$ cat src/rtl/imem_fetch_ctrl.sv
// imem_fetch_ctrl: owns the instruction memory port; streams a program in (LOAD) and fetches it out to decode (RUN)
module imem_fetch_ctrl #(
    parameter int          DEPTH    = 1024,
    parameter logic [31:0] RESET_PC = 32'h0000_0000
) (
    input  logic        i_clk,
    input  logic        i_reset,
    input  logic        i_load_start,
    input  logic        i_load_valid,
    input  logic [31:0] i_load_data,
    input  logic        i_load_last,
    output logic        o_load_ready,
    output logic        o_load_done,
    output logic        o_load_overflow,
    input  logic        i_run_start,
    output logic [31:0] o_imem_addr,
    output logic        o_imem_we,
    output logic [31:0] o_imem_wdata,
    input  logic [31:0] i_imem_rdata,
    input  logic        i_branch_taken,
    input  logic [31:0] i_branch_target,
    input  logic        i_halt,
    output logic [31:0] o_instr,
    output logic [31:0] o_instr_pc,
    output logic        o_instr_valid,
    input  logic        i_instr_ready,
    output logic        o_misalign,
    output logic [1:0]  o_state
);
    localparam int          AW      = $clog2(DEPTH);
    localparam logic [31:0] PC_MASK = 32'(4 * DEPTH - 1);

    typedef enum logic [1:0] {
        S_IDLE = 2'd0,
        S_LOAD = 2'd1,
        S_RUN  = 2'd2,
        S_HALT = 2'd3
    } state_t;

    state_t          r_state, w_next;
    logic [AW-1:0]   r_load_cnt;
    logic [31:0]     r_pc;
    logic [31:0]     r_instr, r_instr_pc;
    logic            r_instr_valid, r_load_done, r_load_overflow, r_misalign;

    logic w_accept, w_cnt_full, w_load_end, w_redirect, w_free, w_fetch, w_start_load, w_start_run;

    assign w_accept     = (r_state == S_LOAD) && i_load_valid;
    assign w_cnt_full   = r_load_cnt == AW'(DEPTH - 1);
    assign w_load_end   = w_accept && (i_load_last || w_cnt_full);
    assign w_redirect   = (r_state == S_RUN) && i_branch_taken;
    assign w_free       = !r_instr_valid || i_instr_ready;
    assign w_fetch      = (r_state == S_RUN) && !i_branch_taken && !i_halt && w_free;
    assign w_start_load = ((r_state == S_IDLE) || (r_state == S_HALT)) && i_load_start;
    assign w_start_run  = (r_state == S_IDLE) && !i_load_start && i_run_start;

    assign o_load_ready    = r_state == S_LOAD;
    assign o_imem_we       = w_accept;
    assign o_imem_wdata    = i_load_data;
    assign o_imem_addr     = (r_state == S_LOAD) ? 32'(r_load_cnt) :
                             (r_state == S_IDLE) ? 32'h0 : r_pc;
    assign o_load_done     = r_load_done;
    assign o_load_overflow = r_load_overflow;
    assign o_instr         = r_instr;
    assign o_instr_pc      = r_instr_pc;
    assign o_instr_valid   = r_instr_valid;
    assign o_misalign      = r_misalign;
    assign o_state         = r_state;

    // state register
    always_ff @(posedge i_clk or posedge i_reset) begin
        if (i_reset) r_state <= S_IDLE;
        else         r_state <= w_next;
    end

    // next-state: load_start beats run_start; halt in RUN is taken even alongside a redirect
    always_comb begin
        w_next = r_state;
        case (r_state)
            S_IDLE:  w_next = i_load_start ? S_LOAD : i_run_start ? S_RUN : S_IDLE;
            S_LOAD:  w_next = w_load_end ? S_IDLE : S_LOAD;
            S_RUN:   w_next = i_halt ? S_HALT : S_RUN;
            S_HALT:  w_next = i_load_start ? S_LOAD : S_HALT;
            default: w_next = S_IDLE;
        endcase
    end

    // load counter, pc and the registered decode output stage
    always_ff @(posedge i_clk or posedge i_reset) begin
        if (i_reset) begin
            r_load_cnt      <= '0;
            r_pc            <= RESET_PC;
            r_instr         <= '0;
            r_instr_pc      <= '0;
            r_instr_valid   <= 1'b0;
            r_load_done     <= 1'b0;
            r_load_overflow <= 1'b0;
            r_misalign      <= 1'b0;
        end else begin
            r_load_done <= w_load_end;
            r_misalign  <= w_redirect && (i_branch_target[1:0] != 2'b00);
            if (w_start_load) begin
                r_load_cnt      <= '0;
                r_load_overflow <= 1'b0;
            end else if (w_accept) begin
                r_load_cnt <= r_load_cnt + AW'(1);
                if (!i_load_last && w_cnt_full) r_load_overflow <= 1'b1;
            end
            if (w_start_run)     r_pc <= RESET_PC;
            else if (w_redirect) r_pc <= {i_branch_target[31:2], 2'b00} & PC_MASK;
            else if (w_fetch)    r_pc <= (r_pc + 32'd4) & PC_MASK;
            if (w_fetch) begin
                r_instr       <= i_imem_rdata;
                r_instr_pc    <= r_pc;
                r_instr_valid <= 1'b1;
            end else if (w_redirect || (r_instr_valid && i_instr_ready)) begin
                r_instr_valid <= 1'b0;
            end
        end
    end
endmodule

$ cat config.mk
export PLATFORM = sky130hd
export DESIGN_NAME = imem_fetch_ctrl
export DESIGN_NICKNAME = d
export VERILOG_FILES = /design/src/rtl/imem_fetch_ctrl.sv
export SDC_FILE = /design/constraint.sdc
export NUM_CORES = 1
export LEC_CHECK = 0
export CORE_MARGIN = 2
export CORE_UTILIZATION = 37
export DETAILED_ROUTE_END_ITERATION = 8
export GPL_TIMING_DRIVEN = 1
export PLACE_DENSITY = 0.84
export SLEW_MARGIN = 5
export SYNTH_ARGS = -nofsm -noshare
export SYNTH_HDL_FRONTEND = slang
export SYNTH_SLANG_ARGS = --single-unit
$ cat constraint.sdc
create_clock -name i_clk -period 2.8 [get_ports i_clk]
set_input_delay 0.84 -clock i_clk [delete_from_list [all_inputs] [get_ports i_clk]]
set_output_delay 0.84 -clock i_clk [all_outputs]
set_load 0.02 [all_outputs]
**Word level (Yosys, flattened, before mapping)**

Index checks and enable logic that the tools add are counted.

- Flip-flop bits (word level): 112
- Input bits: 105
- Output and inout bits: 136
- Logic and storage cells: 61

- $add $sub $neg: 2
- Equal/unequal tests: 4
- Multiplexer cells: 18
- Reduce and logical (&&, ||, !) cells: 28

Operators with widths:

| operator | count |
|---|---|
| $mux 32 | 5 |
| $mux 10 | 2 |
| $add 12x3->12 const B | 1 |
| $logic_and 1x1->1 | 12 |
| $add 10x1->10 const B | 1 |
| $eq 10x10->1 const B | 1 |
| $pmux 2 s4 | 1 |
| $reduce_bool 2->1 | 4 |
| $mux 1 | 7 |
| $mux 2 | 3 |
| $logic_not 1->1 | 5 |
| $eq 2x2->1 const B | 2 |
| $logic_or 1x1->1 | 4 |
| $reduce_bool 3->1 | 1 |
| $eq 2x1->1 const B | 1 |
| $logic_not 2->1 | 1 |
| $reduce_and 2->1 | 1 |

**Depth between registers and ports, before layout**

Gate-level depths: netlist of the first run.

- Word-level depth: 7
- Gate-level depth with buffers: 8
- Depth with buffers taken out: 8

**Least setup slack after synthesis of the first run**

No wires, ideal clock.

- Kind: register to output
- Start: register r_state[0], in the netlist o_state[0]
- End: output port o_imem_addr[4]
- Arrival: 1.645 ns
- Path slack: 0.315 ns
- Stages on the path, launching flop included: 6
- Cells stage by stage: dfrtp_1 inv_1 ha_1 clkbuf_1 or2b_1 o21ai_0

- Cells in the longest elaborated chain, start to end: 3

RTL lines:

| item | RTL line | RTL |
|---|---|---|
| start, declared | 40 | `state_t r_state, w_next;` |
| start signal, assigned | 73 | `else r_state <= w_next;` |
| $logic_not 2->1 | 61 | `(r_state == S_IDLE) ? 32'h0 : r_pc;` |
| $mux 32 | 61 |  |
| $mux 32 * | 60 | `assign o_imem_addr = (r_state == S_LOAD) ? 32'(r_load_cnt) :` |
| end, declared | 16 | `output logic [31:0] o_imem_addr,` |

Mark *: on every way between the ends. The rest lies on a longest branch, timed or not.

**Worst setup path in the final report of the first run**

- Start: register r_state[1], in the netlist o_state[1]
- End: output port o_imem_addr[3]

Same word-level chain as after synthesis.

==> results of run 1 <==
## through the flow
stage	setup WS [ps]	setup TNS, ps	area, um2	utilization
global placement	-87.9	-87.9	4610	0.474
floorplan	248	0	3830	-
detailed placement	-100	-100	4610	0.474
CTS	0.590	0	4850	0.499
finish	141	0	4830	0.496
global route	60.5	0	4830	0.496
## cells in the final DEF, fill, tap and decap left out, drive strengths merged, types with 2 or more instances in the layout
master and n:
clkdlybuf4s50 100, dfrtp 68, mux2 42, conb 42, nand2 24, nor2 19, o21ai 19, clkbuf 19
a21oi 15, xor2 9, nand2b 8, nand4 8, buf 8, inv 7, ha 6, xnor2 4
and2 4, nor3 4, dlygate4sd2 4, nor3b 3, bufinv 3, and3 3, a211oi 2, o22ai 2
## layout make-up
class                   count  share of cell area
repair buffers            122               0.245
inverters                   6             0.00466
clock inverters             5              0.0220
clock buffers              11              0.0314
flip-flops and latches     68               0.352
multi-input cells         228               0.310
well taps                 133              0.0345
## final timing paths
path,from,endpoint,cells after the start
max,o_state[1],o_imem_addr[3],5
min,o_instr[8],o_instr[8],1
max reg2reg,o_state[1],r_load_cnt[7],10
min reg2reg,o_instr[8],o_instr[8],1
max in group asynchronous,i_reset,o_instr[4],3
min in group asynchronous,i_reset,o_instr[0],3
## registers in the layout, indices dropped and copies added (netlist names), 2 cells and up
name / flops
o_instr: 32
o_instr_pc: 10
r_load_cnt: 10
r_pc: 10
o_state: 2
## routing by layer
layer	global-route usage	share of wire	vias to the layer above
met2	0.257	0.49	120
met3	0.0497	0.076	26
li1	-	-	1226
met5	0	0	-
met1	0.188	0.41	1268
met4	0.0724	0.025	0
## timing repair
item / in CTS / in global routing
endpoints found under the setup margin: 13 / 10
cloned: 0 / 0
endpoints found under the hold margin: 0 / 0
gates resized for setup: 18 / 25
## report_power, final
group          switching [mW]  internal [mW]  leakage [nW]  total, mW
clock network           0.380          0.644         0.126       1.02
registers               0.248           1.34         0.890       1.58
logic                    1.08           1.05          1.13       2.13
total                    1.71           3.03          2.15       4.73
## kinds of logic (layout without fill, tap and decap cells)
logic type,Yosys count,in the layout,synth area share
buffers and inverters,92,144,0.173
AND/OR/NAND/NOR,81,81,0.116
flip-flops,68,68,0.463
AO/OA/AOI/OAI,43,43,0.0644
multiplexers,43,43,0.131
XOR/XNOR,13,13,0.0310
adder cells (fa/ha/maj),6,6,0.0204
other,1,42,0.00102
==> flow_summary.yaml, run 1 <==
outcome:
  status: "finished clean"
clocking:
  cts_tree: "yes"
  cts_max_level: 3
  cts_made_buffers: 9
  root_buffer: "clkbuf_8"
  cts_hold_buf: 0
  clk_latency_ps: 340
  postCtsSetupRepairBufs: 0
  cts_sinks: 68
  clk_pin_slew_ps: 70
  cts_max_path_buffers: 2
placed_design:
  hpwl_um: 6210
  place_congestion: 0.802
  dpl.cell_count: 557
  io_buffers: 114
setup_path:
  r2r_slack_ps: 750
  path_cells: "inv_1, ha_1, buf_4, o21ai_0, dlygate4sd2_1"
  slowest_stage: "dfrtp_1"
  worstPathRequired_ps: 1960
  crit_type: "reg2out"
  startpoint_type: "flop"
  crit_family: "buffers and inverters"
  cp_num_buf_inv: 3
  arrival_ps: 1820
  cp-end-kind: "primary output"
  crit_path_max_incr_delay_ps: 400
  path_max_fanout: 23
logic_synthesis:
  ys_ff_latch: 68
  async_flop_share: 1.00
  syn_area_um2: 3670
  synth-edff-count: 0
  syn_inst: 347
  yosys_warnings: 0
  syn_area_per_cell_um2: 10.6
  synthMostInstantiatedCell: "buf_4"
  synth.distinct_cells: 39
  synth_top_area_cell: "dfrtp_1"
  yosys-top-cells-count: "buf_4 (75), dfrtp_1 (68), mux2_2 (42)"
  synth_ff_type: "dfrtp_1"
  yosysSeqAreaShare: 0.463
  netlist.area_leader.share: 0.463
  synthTopCellsByArea: "dfrtp_1 (46%), buf_4 (15%), mux2_2 (13%), o21ai_0 (2.6%), nand2_1 (2.5%)"
drt:
  wl_um: 8330
  firstDrtPassIters: 4
  dr.first_iter.drc_count: 132
  routedWlPerCell_um: 14.5
  antenna_left: 0
  vias: 2640
  drc: 0
  routed_via_density: 4.61
finish:
  final_cells: 573
  nFillCells: 875
  final_nets: 546
  antenna_cells: 0
  drive_above_1_share: 0.184
  multi_input_area_um2: 1500
  syn2layout_area_growth_pct: 31.4
  regArea_um2: 1700
floorplan:
  rows: 36
  die_h_um: 104
  start_util: 0.378
  io_pins: 241
  die_area_um2: 10700
  coreArea_um2: 9730
  die_w_um: 104
timing:
  tightest_slew_ps: 582
  setup_viol: 0
  finalHoldViolCount: 0
  relSlewSlack: 0.608
  rsz0062_at_grt: "no"
  finalCritPeriodShare: 0.950
  skew_ps: 7.68
  slew_viol_final: 0
  hold_ws_ps: 505
  timing.fmax_mhz: 376
  min_period_ps: 2660
run:
  cap_violations: 0
grt:
  grt_pass1_vias: 2696
  grt_pass1_wl_um: 13500
  grt-ovfl-total: 0
  grt_use_total: 0.157
  grt_max_degree: 69
  antenna_found_initial: 0
pwr:
  powerDensity_nw_per_um2: 981
  leakagePower_nw: 2.15
  ir_drop_uv: 574
  power.total_mw: 4.73
worst_hold_path:
  hold_class: "reg2reg"
Note: power is estimated with default switching activity, not from simulation.
==> inputs of run 2 (changes only) <==
CORE_AREA = 2 2 95 97   (was not set)
CORE_MARGIN = not set   (was 2)
CORE_UTILIZATION = not set   (was 37)
DIE_AREA = 0 0 97 99   (was not set)
DONT_BUFFER_PORTS = 1   (was not set)
PLACE_DENSITY = 0.59   (was 0.84)
==> run 2 against run 1 <==
  * Combinational power shrank 54%
  * Sequential power grew 28%
  * Final cell count shrank 23%
  * Sequential share of layout area grew 11 points
  * Global-route usage shrank 0.91 points
  * Hold slack lost 47 ps
  * Register-to-register slack lost 140 ps
  * Clock power shrank 21%
  * Clock-buffer cell count shrank 2
  * Final area shrank 24%
  * Power shrank 20%
  * Critical endpoint is now o_imem_addr[10]
==> flow_summary.yaml, run 2 (synthesized netlist as in run 1, its figures left out) <==
pwr:
  ir_drop_uv: 595
  leakagePower_nw: 1.69
  powerDensity_nw_per_um2: 1030
floorplan:
  die_h_um: 99
  io_pins: 241
  start_util: 0.430
  die_w_um: 97
  coreArea_um2: 8550
  die_area_um2: 9600
  rows: 34
timing:
  relSlewSlack: 0.484
  layout_setup_ws_ps: 196
  finalSetupTns_ps: 0
  min_period_ps: 2600
  skew_ps: 7.39
  setup_viol: 0
  slew_viol_final: 0
  finalHoldViolCount: 0
  timing.fmax_mhz: 384
  tightest_slew_ps: 771
  rsz0062_at_grt: "no"
  finalCritPeriodShare: 0.930
clocking:
  postCtsSetupRepairBufs: 0
  cts_sinks: 68
  root_buffer: "clkbuf_8"
  clk_latency_ps: 340
  cts_tree: "yes"
  cts_hold_buf: 0
  cts_max_level: 3
  cts_made_buffers: 9
  clk_pin_slew_ps: 80
  cts_max_path_buffers: 2
setup_path:
  worstPathRequired_ps: 1960
  path_cells: "inv_1, ha_1, buf_4, nor3b_1, buf_4"
  arrival_ps: 1760
  slowest_stage: "dfrtp_2"
  crit_path_max_incr_delay_ps: 460
  cp-end-kind: "primary output"
  r2r-end: "r_load_cnt[7]"
  reg2regPathDepth: 9
  endpoint: "o_imem_addr[10]"
  path_max_fanout: 23
  crit_top_cell: "buf_4"
  r2r_slack_ps: 610
  r2r_start: "o_state[1]"
  startpoint_type: "flop"
  crit_type: "reg2out"
  crit_path_start: "o_state[1]"
finish:
  syn2layout_area_growth_pct: 0.272
  antenna_cells: 0
  drive_above_1_share: 0.241
  layout_commonest_cell: "dfrtp_1"
  final_cell_mix: "dfrtp_1 (66), mux2_2 (42), conb_1 (42), nand2_1 (24)"
  largest_register_ffs: 32
  nFillCells: 820
  final_nets: 438
grt:
  grt-ovfl-total: 0
  antenna_found_initial: 0
  grt_use_total: 0.148
  grt_pass1_wl_um: 11100
  grt_util_met1: 0.183
  grt_max_degree: 50
  grt_pass1_vias: 2119
  met2_usage: 0.225
  gr-usage-met3: 0.0539
  busiest_layer: "met2"
drt:
  vias: 2183
  dr.first_iter.drc_count: 102
  drc: 0
  wl_um: 7180
  firstDrtPassIters: 4
  routed_via_density: 4.96
  routedWlPerCell_um: 16.3
  antenna_left: 0
worst_hold_path:
  hold_class: "in2async"
placed_design:
  place_congestion: 0.809
  io_buffers: 0
  preCtsSetupSlack_ps: 398
  hpwl_um: 5080
outcome:
  status: "finished clean"
run:
  cap_violations: 0
## run 2: power breakdown
| part | leakage, nW | switching, mW | internal (mW) |
|---|---|---|---|
| combinational | 0.699 | 0.525 | 0.452 |
| sequential | 0.888 | 0.681 | 1.34 |
| clock | 0.100 | 0.395 | 0.416 |
| total | 1.69 | 1.60 | 2.21 |
## run 2: worst min-delay path by stage
stage                        startpoint             end  slack, ps
final                           i_reset     o_instr[19]        460
after detailed placement  r_load_cnt[1]   r_load_cnt[1]        570
after floorplan                r_pc[11]  o_instr_pc[11]        500
after CTS                       i_reset     o_instr[29]        470
after global routing            i_reset     o_instr[20]        500
after global placement    r_load_cnt[1]   r_load_cnt[1]        550
## run 2: cell type report
type	instances	area (um2)	share of cell area
flip-flops and latches	68	1700	0.462
multi-input cells	228	1500	0.406
well taps	108	135	0.0367
repair buffers	14	130	0.0353
clock buffers	9	124	0.0336
clock inverters	7	73.8	0.0200
inverters	6	22.5	0.00611
## run 2: worst max-delay path, delay by kind of cell, from the launching register on
family        cells  cell delay, ps
buf+inv           3             490
flops             1             460
simple gates      1             280
fa+ha+maj         1             180
## run 2: timing repair
action / in CTS / in global routing
resized for setup: 0 / 3
hold endpoints to repair: 0 / 0
endpoints found under the setup margin: 0 / 10
## run 2: metrics by stage
stage	cell area, um2	hold slack (ps)	std cells	utilization	power [mW]
global route	3680	502	440	0.431	4.03
global placement	3480	551	424	0.407	2.99
detailed placement	3480	565	424	0.407	3.02
finish	3680	458	440	0.431	3.81
floorplan	3830	502	388	-	2.84
CTS	3680	473	440	0.430	3.85
## run 2: per-layer routing
metal  vias to the layer above  routed length (um)
met5                         -                   0
met4                         0                 131
met3                        19                 624
met2                       108                3470
met1                      1046                2950
li1                       1010                   -
